`src/rtl/uart_tx_scheduler.sv`:
```
// uart_tx_scheduler
//   Arbitrates two 16-bit sample channels onto a byte-wide UART transmitter.
//   Each accepted sample is sent as a 3-byte frame:
//     header (HDR0 or HDR1), sample[15:8], sample[7:0].
//   Every byte is handed over as a one-cycle tx_start pulse. The scheduler then
//   waits for the transmitter's busy flag to rise and fall before it moves on.
//   If busy never rises, the frame is abandoned and a sticky error flag is set.
//
// Parameters
//   HDR0, HDR1   header bytes for channel 0 / channel 1 frames
//   ACK_TIMEOUT  cycles, counted from the tx_start cycle, allowed for tx_busy to rise
//   FRAMES_INIT  reset value of frames_sent (normally 0)
//
// Ports
//   clk, rst                  clock; synchronous active-high reset
//   reqN_valid / reqN_data    channel N holds a 16-bit sample
//   reqN_ready                one-cycle accept strobe for channel N
//   tx_start / tx_data        byte handover to the transmitter (tx_data is 0 otherwise)
//   tx_busy                   transmitter busy flag
//   frames_sent               completed-frame counter, wraps to 0
//   timeout_err               sticky; set when tx_busy fails to rise
//   sched_busy                high whenever a frame is in progress
module uart_tx_scheduler #(
  parameter logic [7:0]  HDR0        = 8'hA0,
  parameter logic [7:0]  HDR1        = 8'hA1,
  parameter int          ACK_TIMEOUT = 4,
  parameter logic [15:0] FRAMES_INIT = 16'h0000
) (
  input  logic        clk,
  input  logic        rst,
  input  logic        req0_valid,
  input  logic [15:0] req0_data,
  output logic        req0_ready,
  input  logic        req1_valid,
  input  logic [15:0] req1_data,
  output logic        req1_ready,
  output logic        tx_start,
  output logic [7:0]  tx_data,
  input  logic        tx_busy,
  output logic [15:0] frames_sent,
  output logic        timeout_err,
  output logic        sched_busy
);

  typedef enum logic [1:0] {IDLE, START, WAIT_HI, WAIT_LO} state_e;

  localparam int CntW = $clog2(ACK_TIMEOUT + 1) + 1;

  state_e          state_q, state_d;
  logic [1:0]      idx_q, idx_d;
  logic [15:0]     sample_q, sample_d;
  logic            chan_q, chan_d;
  logic            last_q, last_d;
  logic [CntW-1:0] cnt_q, cnt_d;
  logic [15:0]     frames_q, frames_d;
  logic            err_q, err_d;
  logic            grant_ch;

  // NOTE: state registers use non-blocking assignments so that every flop
  // samples the values from before the edge, whatever the order of statements.
  always_ff @(posedge clk) begin
    if (rst) begin
      state_q  <= IDLE;
      idx_q    <= 2'd0;
      sample_q <= 16'h0000;
      chan_q   <= 1'b0;
      last_q   <= 1'b1;          // channel 0 wins the first contention
      cnt_q    <= '0;
      frames_q <= FRAMES_INIT;
      err_q    <= 1'b0;
    end else begin
      state_q  <= state_d;
      idx_q    <= idx_d;
      sample_q <= sample_d;
      chan_q   <= chan_d;
      last_q   <= last_d;
      cnt_q    <= cnt_d;
      frames_q <= frames_d;
      err_q    <= err_d;
    end
  end

  // NOTE: every signal written here gets a default first, so no path can
  // leave one unassigned and infer a latch.
  always_comb begin
    state_d    = state_q;
    idx_d      = idx_q;
    sample_d   = sample_q;
    chan_d     = chan_q;
    last_d     = last_q;
    cnt_d      = cnt_q;
    frames_d   = frames_q;
    err_d      = err_q;
    grant_ch   = 1'b0;
    req0_ready = 1'b0;
    req1_ready = 1'b0;
    tx_start   = 1'b0;
    tx_data    = 8'h00;

    case (state_q)
      IDLE: begin
        if (!tx_busy && (req0_valid || req1_valid)) begin
          // Under contention, alternate away from the previous winner.
          // Otherwise grant the only requester.
          grant_ch   = (req0_valid && req1_valid) ? ~last_q : ~req0_valid;
          req0_ready = ~grant_ch;
          req1_ready = grant_ch;
          sample_d   = grant_ch ? req1_data : req0_data;
          chan_d     = grant_ch;
          last_d     = grant_ch;
          idx_d      = 2'd0;
          state_d    = START;
        end
      end
      START: begin
        tx_start = 1'b1;
        case (idx_q)
          2'd0:    tx_data = chan_q ? HDR1 : HDR0;
          2'd1:    tx_data = sample_q[15:8];
          default: tx_data = sample_q[7:0];
        endcase
        cnt_d   = '0;
        state_d = WAIT_HI;
      end
      WAIT_HI: begin
        // The START cycle is the first of the ACK_TIMEOUT busy-low cycles.
        // The counter starts at 0 in the first WAIT_HI cycle, so the window
        // closes when it reaches ACK_TIMEOUT-2.
        if (tx_busy) begin
          state_d = WAIT_LO;
        end else if (int'(cnt_q) + 2 >= ACK_TIMEOUT) begin
          err_d   = 1'b1;
          state_d = IDLE;
        end else begin
          cnt_d = cnt_q + CntW'(1);
        end
      end
      WAIT_LO: begin
        if (!tx_busy) begin
          if (idx_q == 2'd2) begin
            frames_d = frames_q + 16'd1;
            state_d  = IDLE;
          end else begin
            idx_d   = idx_q + 2'd1;
            state_d = START;
          end
        end
      end
      default: state_d = IDLE;
    endcase

    // While reset is asserted, no sample is accepted and no byte is launched.
    if (rst) begin
      req0_ready = 1'b0;
      req1_ready = 1'b0;
      tx_start   = 1'b0;
      tx_data    = 8'h00;
    end
  end

  assign frames_sent = frames_q;
  assign timeout_err = err_q;
  assign sched_busy  = (state_q != IDLE);

endmodule
```
`config.mk`:
```
export PLATFORM = sky130hd
export DESIGN_NAME = uart_tx_scheduler
export DESIGN_NICKNAME = d
export VERILOG_FILES = /design/src/rtl/uart_tx_scheduler.sv
export SDC_FILE = /design/constraint.sdc
export NUM_CORES = 1
export LEC_CHECK = 0
export BUFFER_PORTS_ARGS = -buffer_cell sky130_fd_sc_hd__buf_2
export CORE_ASPECT_RATIO = 0.6
export CORE_MARGIN = 5
export CORE_UTILIZATION = 35
export CTS_CLUSTER_DIAMETER = 120
export CTS_CLUSTER_SIZE = 10
export DETAILED_ROUTE_END_ITERATION = 7
export GPL_TIMING_DRIVEN = 0
export PLACE_DENSITY = 0.55
export REMOVE_ABC_BUFFERS = 1
export SLEW_MARGIN = 20
export SYNTH_ARGS = -nofsm -noshare
export SYNTH_HDL_FRONTEND = slang
export SYNTH_SLANG_ARGS = --single-unit
export TNS_END_PERCENT = 5
```
`constraint.sdc`:
```
create_clock -name clk -period 2.45 [get_ports clk]
set_input_delay 0.1225 -clock clk [delete_from_list [all_inputs] [get_ports clk]]
set_output_delay 0.1225 -clock clk [all_outputs]
set_load 0.03 [all_outputs]
```
==> summary.txt, run 1 <==
Critical path
  – CP Cell Sequence: or2_1, nor3_4, and3_1, buf_2
  – CP Launch Point: state_q[0]
  – Arrival @ worst endpoint: 2180 ps
  – Critical path capture point type: output pin
  – R2R setup slack: 360 ps
  – CP max FO: 18
  – Critical path type: register to output pin
  – Reg-to-Reg End: frames_sent[15]
  – CP Launch Type: register
  – Critical Path Sink: req1_ready
  – R2r worst-path depth: 6
  – CP peak stage delay: 660 ps
  – Slowest CP cell: nor3_4
  – Reg-to-Reg Start: idx_q[0]
  – CP required: 2330 ps

Logic synthesis
  – Seq/Total Area, Yosys: 0.391
  – Predominant post-synthesis flop cell: dfxtp_1
  – Count of cell types in the netlist: 38
  – Commonest cells post-synth: nor2_1, dfxtp_1, a211oi_1, a21oi_1, mux2i_1
  – Synth warn: 0
  – Synthesized cell area: 0.00220 sq mm
  – Most frequent cell after synthesis: nor2_1
  – Async SR Flop Fraction: 0
  – Synth Area per Inst: 8.47 sq um
  – EDFF count, synth: 0
  – FF+latch count, synth: 43
  – Largest cells by area after synthesis: dfxtp_1, nor2_1, mux2i_1
  – Yosys top cell area share: 0.391
  – Post-Synthesis Cells: 260
  – Top cell type by total area after synthesis: dfxtp_1

Power
  – P_leak: 1.14 nW
  – Maximum vdd drop: 0.203 mV
  – Total power: 0.00139 W
  – Pwr/cell area: 520 mW/mm^2

Clocking
  – Clock Pin Slew Worst Setup and Hold Paths: 80 ps
  – Sink Count: 43
  – CTS tree: built
  – Clock latency on the worst-skew pair: 290 ps
  – Number of buffers created by CTS: 5
  – CTS Root Cell: clkbuf_8
  – CTS max path bufs: 2
  – Hold_buf cts: 0
  – # Post-CTS Setup Buffers: 0
  – CTS HTree Levels: 2

Timing
  – Fin. max-slew vios: 0
  – Post-Route Skew: 4.03 ps
  – Setup TNS Final: 0 ps
  – Hold Vio Cnt, Final: 0
  – RSZ-0062 raised after global routing: no
  – Fmax: 0.435 GHz
  – Tcrit/Tclk final: 0.939
  – Final setup violation count: 0
  – Final min period: 2300 ps
  – Hold WS: 163 ps
  – Slew headroom: 0.457
  – Least-Margin Pin Slew: 814 ps

Detailed routing
  – Wirelength, routed: 5.35 mm
  – Via Count: 1947
  – Drt pass-1 iters: 4
  – Via density: 4.84
  – Final ANT Viol Nets: 0
  – DRC violations left: 0
  – Post-DR wirelength/cell: 13.3 um
  – Iteration-0 DRC Markers: 82

Placement
  – Placed Instances: 393
  – Port Buffers: 65
  – Hpwl dp: 3.73 mm
  – GPL Wtd Cong: 0.734

Layout
  – Layout area overhead: 21.5%
  – Non-filler cells, final: 402
  – Post-layout util: 0.438
  – # diodes: 0
  – Nets@finish: 361
  – Layout cells sized above 1: 0.245

Global route
  – First-pass GRT wire length: 8.78 mm
  – Largest net degree at the start of global routing: 43
  – Initial antenna violation count: 0
  – GR Overflow Total: 0
  – Tot GR Track Use: 0.134
  – Number of global-route vias before repair: 1781

Floorplan
  – Core ar.: 0.00611 sq mm
  – Die height: 71.5 um
  – Starting density of the core: 0.361
  – DIE AREA: 0.00803 sq mm
  – Die X: 112 um
  – Number of I/O pins: 66
  – Row cnt: 22

Worst hold path
  – Worst min path class: input pin to register
  – Hold path startpoint: req0_data[5]

Outcome
  – Outcome: complete, no violations

Run
  – MaxCap Viol Count: 0
-- worst min-delay path by stage --
stage / end / slack, ps / cells past startpoint
floorplan: cnt_q[0] / 190 / 1
global placement: timeout_err / 440 / 2
detailed placement: timeout_err / 440 / 2
CTS: sample_q[5] / 160 / 3
global route: sample_q[5] / 170 / 3
finish: sample_q[5] / 160 / 3
-- per-layer routing --
| metal | GRT usage | wire, um | vias up |
|---|---|---|---|
| li1 | - | - | 1040 |
| met3 | 0.0371 | 243 | 4 |
| met1 | 0.204 | 2850 | 875 |
| met4 | 0.0360 | 36 | 0 |
| met5 | 0 | 0 | - |
| met2 | 0.182 | 2220 | 28 |
-- stage by stage --
stage	instance area [sq um]	setup WS, ps
6_report	2680	150
5_1_grt	2680	1.75
4_1_cts	2670	129
3_5_place_dp	2580	182
3_3_place_gp	2570	-1050
2_1_floorplan	2140	-317
-- critical path: cells and delay by family (launching register included) --
family	cells	cell delay, ps
and+or+nand+nor	3	1280
DFF	1	410
buffers and inverters	1	200
-- layout make-up --
class,instances,area (sq um)
clock buffer,7,76.3
clock inverter,1,5.00
fill,628,3430
inverter,9,33.8
multi-input combinational,193,1270
sequential,43,861
tap,84,105
timing repair buffer,65,325
-- timing repair --
| item | 4_1_cts | 5_1_grt |
|---|---|---|
| resized for setup | 0 | 0 |
| gates cloned | 1 | 0 |
| endpoints found under the setup margin | 1 | 1 |
| pin swaps | 1 | 1 |
-- cells in the final DEF (no fill, tap or decap), types with 5 or more instances in the layout --
cell type	synthesis	routed
ha_1	7	7
clkbuf_8	0	5
inv_1	9	9
dfxtp_1	43	43
nand2_1	10	10
nor3_1	6	6
xnor2_1	7	7
o21ai_0	7	6
mux2i_1	16	16
nor3b_1	5	5
a211oi_1	18	18
nor2_1	46	46
a21oi_1	18	18
nand4_1	5	5
or3_1	8	8
buf_2	5	65
nand3_1	5	5
-- sequential cells by signal, summed over array words and instances (netlist names) --
register,flops
frames_sent,16
sample_q,16
cnt_q,4
idx_q,2
state_q,2
chan_q,1
last_q,1
timeout_err,1
-- logic make-up after synthesis --
| group | share of synthesized area |
|---|---|
| buffers and inverters | 0.0454 |
| AO/OA/AOI/OAI | 0.146 |
| flip-flops | 0.391 |
| XOR/XNOR | 0.0437 |
| AND/OR/NAND/NOR | 0.262 |
| adder cells (fa/ha/maj) | 0.0397 |
| multiplexers | 0.0727 |
-- where the power goes --
part | switching (W) | internal [W]
logic | 0.000119 | 0.0000845
clock network | 0.000234 | 0.000200
registers | 0.0000223 | 0.000733
Power figures use the tool's default switching activity.
==> run 2, diff against run 1 <==
- CORE_UTILIZATION: 35 -> 50
- PLACE_DENSITY: 0.55 -> 0.75
==> run 2 against run 1 <==
Power up 6.9%. Flip-flop and latch count unchanged. Final area down 0.42%. Clock power up 22%. Via count up 5.5%. Non-clock buffer count up 1. Core utilization up 20 points. Highest routed layer unchanged.
==> summary.txt, run 2 (synthesized netlist as in run 1, its figures left out) <==
Critical path
  – CP required: 2330 ps
  – Reg-to-Reg End: frames_sent[15]
  – Reg-to-Reg Start: idx_q[0]
  – CP Launch Type: register
  – Family with the most delay on the worst path: simple AND/OR/NAND/NOR gates
  – CP max FO: 18
  – Buffers & Inverters on Critical Path: 1
  – Arrival @ worst endpoint: 2130 ps
  – R2R setup slack: 360 ps
  – CP Cell Sequence: or2_1, nor3_4, and3_1, buf_2
  – R2r worst-path depth: 6
  – CP peak stage delay: 630 ps
  – Critical path type: register to output pin
  – Slowest CP cell: nor3_4
  – Critical path capture point type: output pin

Worst hold path
  – Worst min path class: input pin to register
  – Hold EP: sample_q[10]
  – Hold path startpoint: req0_data[10]
  – Hold path depth: 3

Power
  – Combinational fraction of design power: 0.136
  – P_sw: 0.000371 W
  – Int Pwr: 0.00112 W
  – Flop pwr share: 0.507
  – Total power: 0.00149 W
  – Maximum vdd drop: 0.380 mV
  – Switch share: 0.250
  – Pwr/cell area: 558 mW/mm^2
  – Clock power frac: 0.357
  – P_leak: 1.15 nW

Timing
  – Hold WS: 157 ps
  – Final setup violation count: 0
  – Tcrit/Tclk final: 0.918
  – Least-Margin Pin Slew: 1060 ps
  – Fin worst setup slack: 202 ps
  – Final min period: 2250 ps
  – Post-Route Skew: 5.51 ps
  – Hold Vio Cnt, Final: 0
  – Fin. max-slew vios: 0
  – Slew headroom: 0.291
  – RSZ-0062 raised after global routing: no
  – Fmax: 0.445 GHz

Layout
  – Filler cells: 384
  – Layout area overhead: 21.0%
  – Commonest cells after routing, fill and taps aside: buf_2, nor2_1, dfxtp_1
  – Non-filler cells, final: 378
  – Nets@finish: 362
  – Fin area: 0.00267 sq mm
  – # diodes: 0
  – Layout cells sized above 1: 0.248
  – Commonest non-fill, non-tap cell in the layout: buf_2

Detailed routing
  – Iteration-0 DRC Markers: 202
  – Drt pass-1 iters: 5
  – Final ANT Viol Nets: 0
  – Via Count: 2055
  – Via density: 5.44
  – DRC violations left: 0
  – Post-DR wirelength/cell: 13.7 um
  – Wirelength, routed: 5.18 mm

Placement
  – Port Buffers: 65
  – Pre-CTS setup slack: 234 ps
  – Placed Instances: 370
  – Post-DP Area: 0.00255 sq mm
  – Hpwl dp: 3.66 mm
  – GPL Wtd Cong: 0.809

Global route
  – First-pass GRT wire length: 8.37 mm
  – Initial antenna violation count: 0
  – Tot GR Track Use: 0.185
  – GR Overflow Total: 0
  – Number of global-route vias before repair: 1803
  – Largest net degree at the start of global routing: 43

Floorplan
  – Core ar.: 0.00419 sq mm
  – Row cnt: 18
  – Die height: 61.4 um
  – Number of I/O pins: 66
  – DIE AREA: 0.00588 sq mm
  – Die X: 95.7 um
  – Starting density of the core: 0.526

Clocking
  – Clock Pin Slew Worst Setup and Hold Paths: 80 ps
  – CTS resizes: 0
  – # Post-CTS Setup Buffers: 0
  – Number of buffers created by CTS: 5
  – Hold_buf cts: 0
  – CTS HTree Levels: 2
  – Sink Count: 43
  – CTS tree: built
  – CTS Root Cell: clkbuf_8
  – Clock latency on the worst-skew pair: 290 ps
  – CTS max path bufs: 2

Outcome
  – Outcome: complete, no violations

Run
  – MaxCap Viol Count: 0
## run 2: power groups by stage
stage               logic (W)  clock network, W  registers (W)
floorplan            0.000127                 0       0.000765
global placement     0.000192                 0       0.000769
detailed placement   0.000195                 0       0.000771
CTS                  0.000202          0.000541       0.000755
global route         0.000225          0.000572       0.000760
finish               0.000202          0.000531       0.000755
## run 2: worst max-delay path by stage
stage | start | endpoint | slack [ps] | cells past startpoint
after floorplan | last_q | req1_ready | -320 | 2
after global placement | last_q | sample_q[15] | -830 | 3
after detailed placement | state_q[0] | req1_ready | 230 | 4
after CTS | state_q[0] | req1_ready | 190 | 4
after global routing | state_q[0] | req1_ready | 30 | 4
final | state_q[0] | req1_ready | 200 | 4
## run 2: routing by layer
layer,part of all wire,vias up,track usage
met3,0.090,5,0.0440
met5,0,-,0
met2,0.42,67,0.278
met1,0.48,949,0.266
met4,0.0077,0,0.0547
li1,-,1034,-
## run 2: layout make-up
| type | count | area (sq um) | share of cell area |
|---|---|---|---|
| Tap cell | 60 | 75.1 | 0.0282 |
| Timing Repair Buffer | 66 | 337 | 0.126 |
| Sequential cell | 43 | 861 | 0.323 |
| Clock buffer | 6 | 72.6 | 0.0272 |
| Inverter | 9 | 33.8 | 0.0127 |
| Multi-Input combinational cell | 193 | 1260 | 0.471 |
| Clock inverter | 1 | 30.0 | 0.0113 |
## run 2: metrics by stage
step                 util  setup TNS, ps
CTS                 0.636              0
global route        0.636              0
floorplan               -          -3930
detailed placement  0.609              0
finish              0.636              0
global placement    0.606         -14420
## run 2: tightest hold or removal path, stage by stage
cell      delay [ps]
buf_2             90
mux2i_1          110
a211oi_1          80
==> run 3, diff against run 2 <==
- clock period: 2.45 -> 2.8 ns (I/O delays scaled with it)
==> run 3 against run 2 <==
Flip-flop and latch count stayed put. Global-route usage is 0.77 points lower. Final area is 0.19% higher.
==> summary.txt, run 3 (synthesized netlist as in run 1, its figures left out) <==
Layout
  – # diodes: 0
  – Non-filler cells, final: 378
  – Post-layout util: 0.637
  – Layout cells sized above 1: 0.248
  – Filler cells: 380
  – Commonest non-fill, non-tap cell in the layout: buf_2
  – Layout area overhead: 21.2%
  – Nets@finish: 362
  – Fin area: 0.00267 sq mm
  – Commonest cells after routing, fill and taps aside: buf_2, nor2_1, dfxtp_1

Detailed routing
  – Iteration-0 DRC Markers: 126
  – Wirelength, routed: 5.05 mm
  – Via Count: 2019
  – Via density: 5.34
  – Final ANT Viol Nets: 0
  – DR top layer: met4
  – DR WL met3: 397 um
  – WL met1: 2.46 mm
  – Routed length on met2: 2.15 mm
  – Post-DR wirelength/cell: 13.3 um
  – Drt pass-1 iters: 4
  – DRC violations left: 0

Timing
  – Post-Route Skew: 5.58 ps
  – Final setup violation count: 0
  – Hold Vio Cnt, Final: 0
  – Fin. max-slew vios: 0
  – Tcrit/Tclk final: 0.785
  – Final min period: 2200 ps
  – Least-Margin Pin Slew: 756 ps
  – Setup TNS Final: 0 ps
  – Fmax: 0.455 GHz
  – RSZ-0062 raised after global routing: no
  – Slew headroom: 0.496
  – Hold WS: 176 ps

Floorplan
  – Number of I/O pins: 66
  – Die height: 61.4 um
  – Row cnt: 18
  – Die X: 95.7 um
  – Starting density of the core: 0.526
  – Core ar.: 0.00419 sq mm
  – DIE AREA: 0.00588 sq mm

Global route
  – GR Overflow Total: 0
  – Initial antenna violation count: 0
  – Number of global-route vias before repair: 1761
  – First-pass GRT wire length: 8.06 mm
  – Tot GR Track Use: 0.177
  – Largest net degree at the start of global routing: 43

Clocking
  – Hold_buf cts: 0
  – Sink Count: 43
  – CTS resizes: 0
  – CTS HTree Levels: 2
  – Clock Pin Slew Worst Setup and Hold Paths: 80 ps
  – Number of buffers created by CTS: 5
  – # Post-CTS Setup Buffers: 0
  – Clock latency on the worst-skew pair: 290 ps
  – CTS Root Cell: clkbuf_8
  – CTS max path bufs: 2
  – CTS tree: built

Critical path
  – Arrival @ worst endpoint: 2060 ps
  – Critical path type: register to output pin
  – CP Launch Type: register
  – CP required: 2660 ps
  – Reg-to-Reg Start: idx_q[0]
  – R2r worst-path depth: 6
  – Critical path capture point type: output pin
  – R2R setup slack: 700 ps
  – CP max FO: 26
  – Reg-to-Reg End: frames_sent[15]

Worst hold path
  – Hold EP: sample_q[10]
  – Hold path startpoint: req0_data[10]
  – Worst min path class: input pin to register
  – Hold path depth: 3

Placement
  – Hpwl dp: 3.66 mm
  – Post-DP Area: 0.00255 sq mm
  – Port Buffers: 65
  – GPL Wtd Cong: 0.809
  – Placed Instances: 370

Power
  – Maximum vdd drop: 0.328 mV
  – P_leak: 1.16 nW
  – Pwr/cell area: 486 mW/mm^2

Outcome
  – Outcome: complete, no violations

Run
  – MaxCap Viol Count: 0
[run 3: changes by cell type in the layout (fill, tap and decap cells not counted), sizes merged]
cell / delta
nor3: -1
buf: +1
[run 3: worst max path at each step]
stage / from / end / slack, ps / depth (start not counted)
after detailed placement: state_q[0] / req1_ready / 570 / 4
after global placement: last_q / sample_q[15] / -480 / 3
after floorplan: last_q / req1_ready / 20 / 2
after global routing: state_q[0] / req1_ready / 450 / 5
final: state_q[0] / req1_ready / 600 / 5
after CTS: state_q[0] / req1_ready / 230 / 4
[run 3: through the flow]
stage                     setup slack, ps  power [W]
after floorplan                      15.5   0.000781
final                                 602    0.00130
after detailed placement              567   0.000845
after global routing                  449    0.00136
after CTS                             233    0.00131
after global placement               -477   0.000841
[run 3: layer usage]
metal	up-vias	global-route usage
li1	1031	-
met1	921	0.249
met2	62	0.272
met3	5	0.0440
met4	0	0.0547
met5	-	0
[run 3: power by group]
group          switching (W)  internal [W]  total (W)  leakage, nW
Sequential         0.0000196      0.000641   0.000661        0.350
Combinational      0.0000990     0.0000767   0.000176        0.758
Clock               0.000201      0.000261   0.000463       0.0513
[run 3: layout make-up]
| type | count | area [sq um] | share of cell area |
|---|---|---|---|
| Clock buffer | 6 | 72.6 | 0.0272 |
| Clock inverter | 1 | 30.0 | 0.0112 |
| Inverter | 9 | 33.8 | 0.0127 |
| Multi-Input combinational cell | 192 | 1250 | 0.467 |
| Sequential cell | 43 | 861 | 0.322 |
| Tap cell | 60 | 75.1 | 0.0281 |
| Timing Repair Buffer | 67 | 352 | 0.132 |
[run 3: critical path: stages (launching register included)]
cell and delay (ps):
dfxtp_1 400, or2_1 330, nor3_4 430, buf_8 240, and3_1 170, buf_2 200
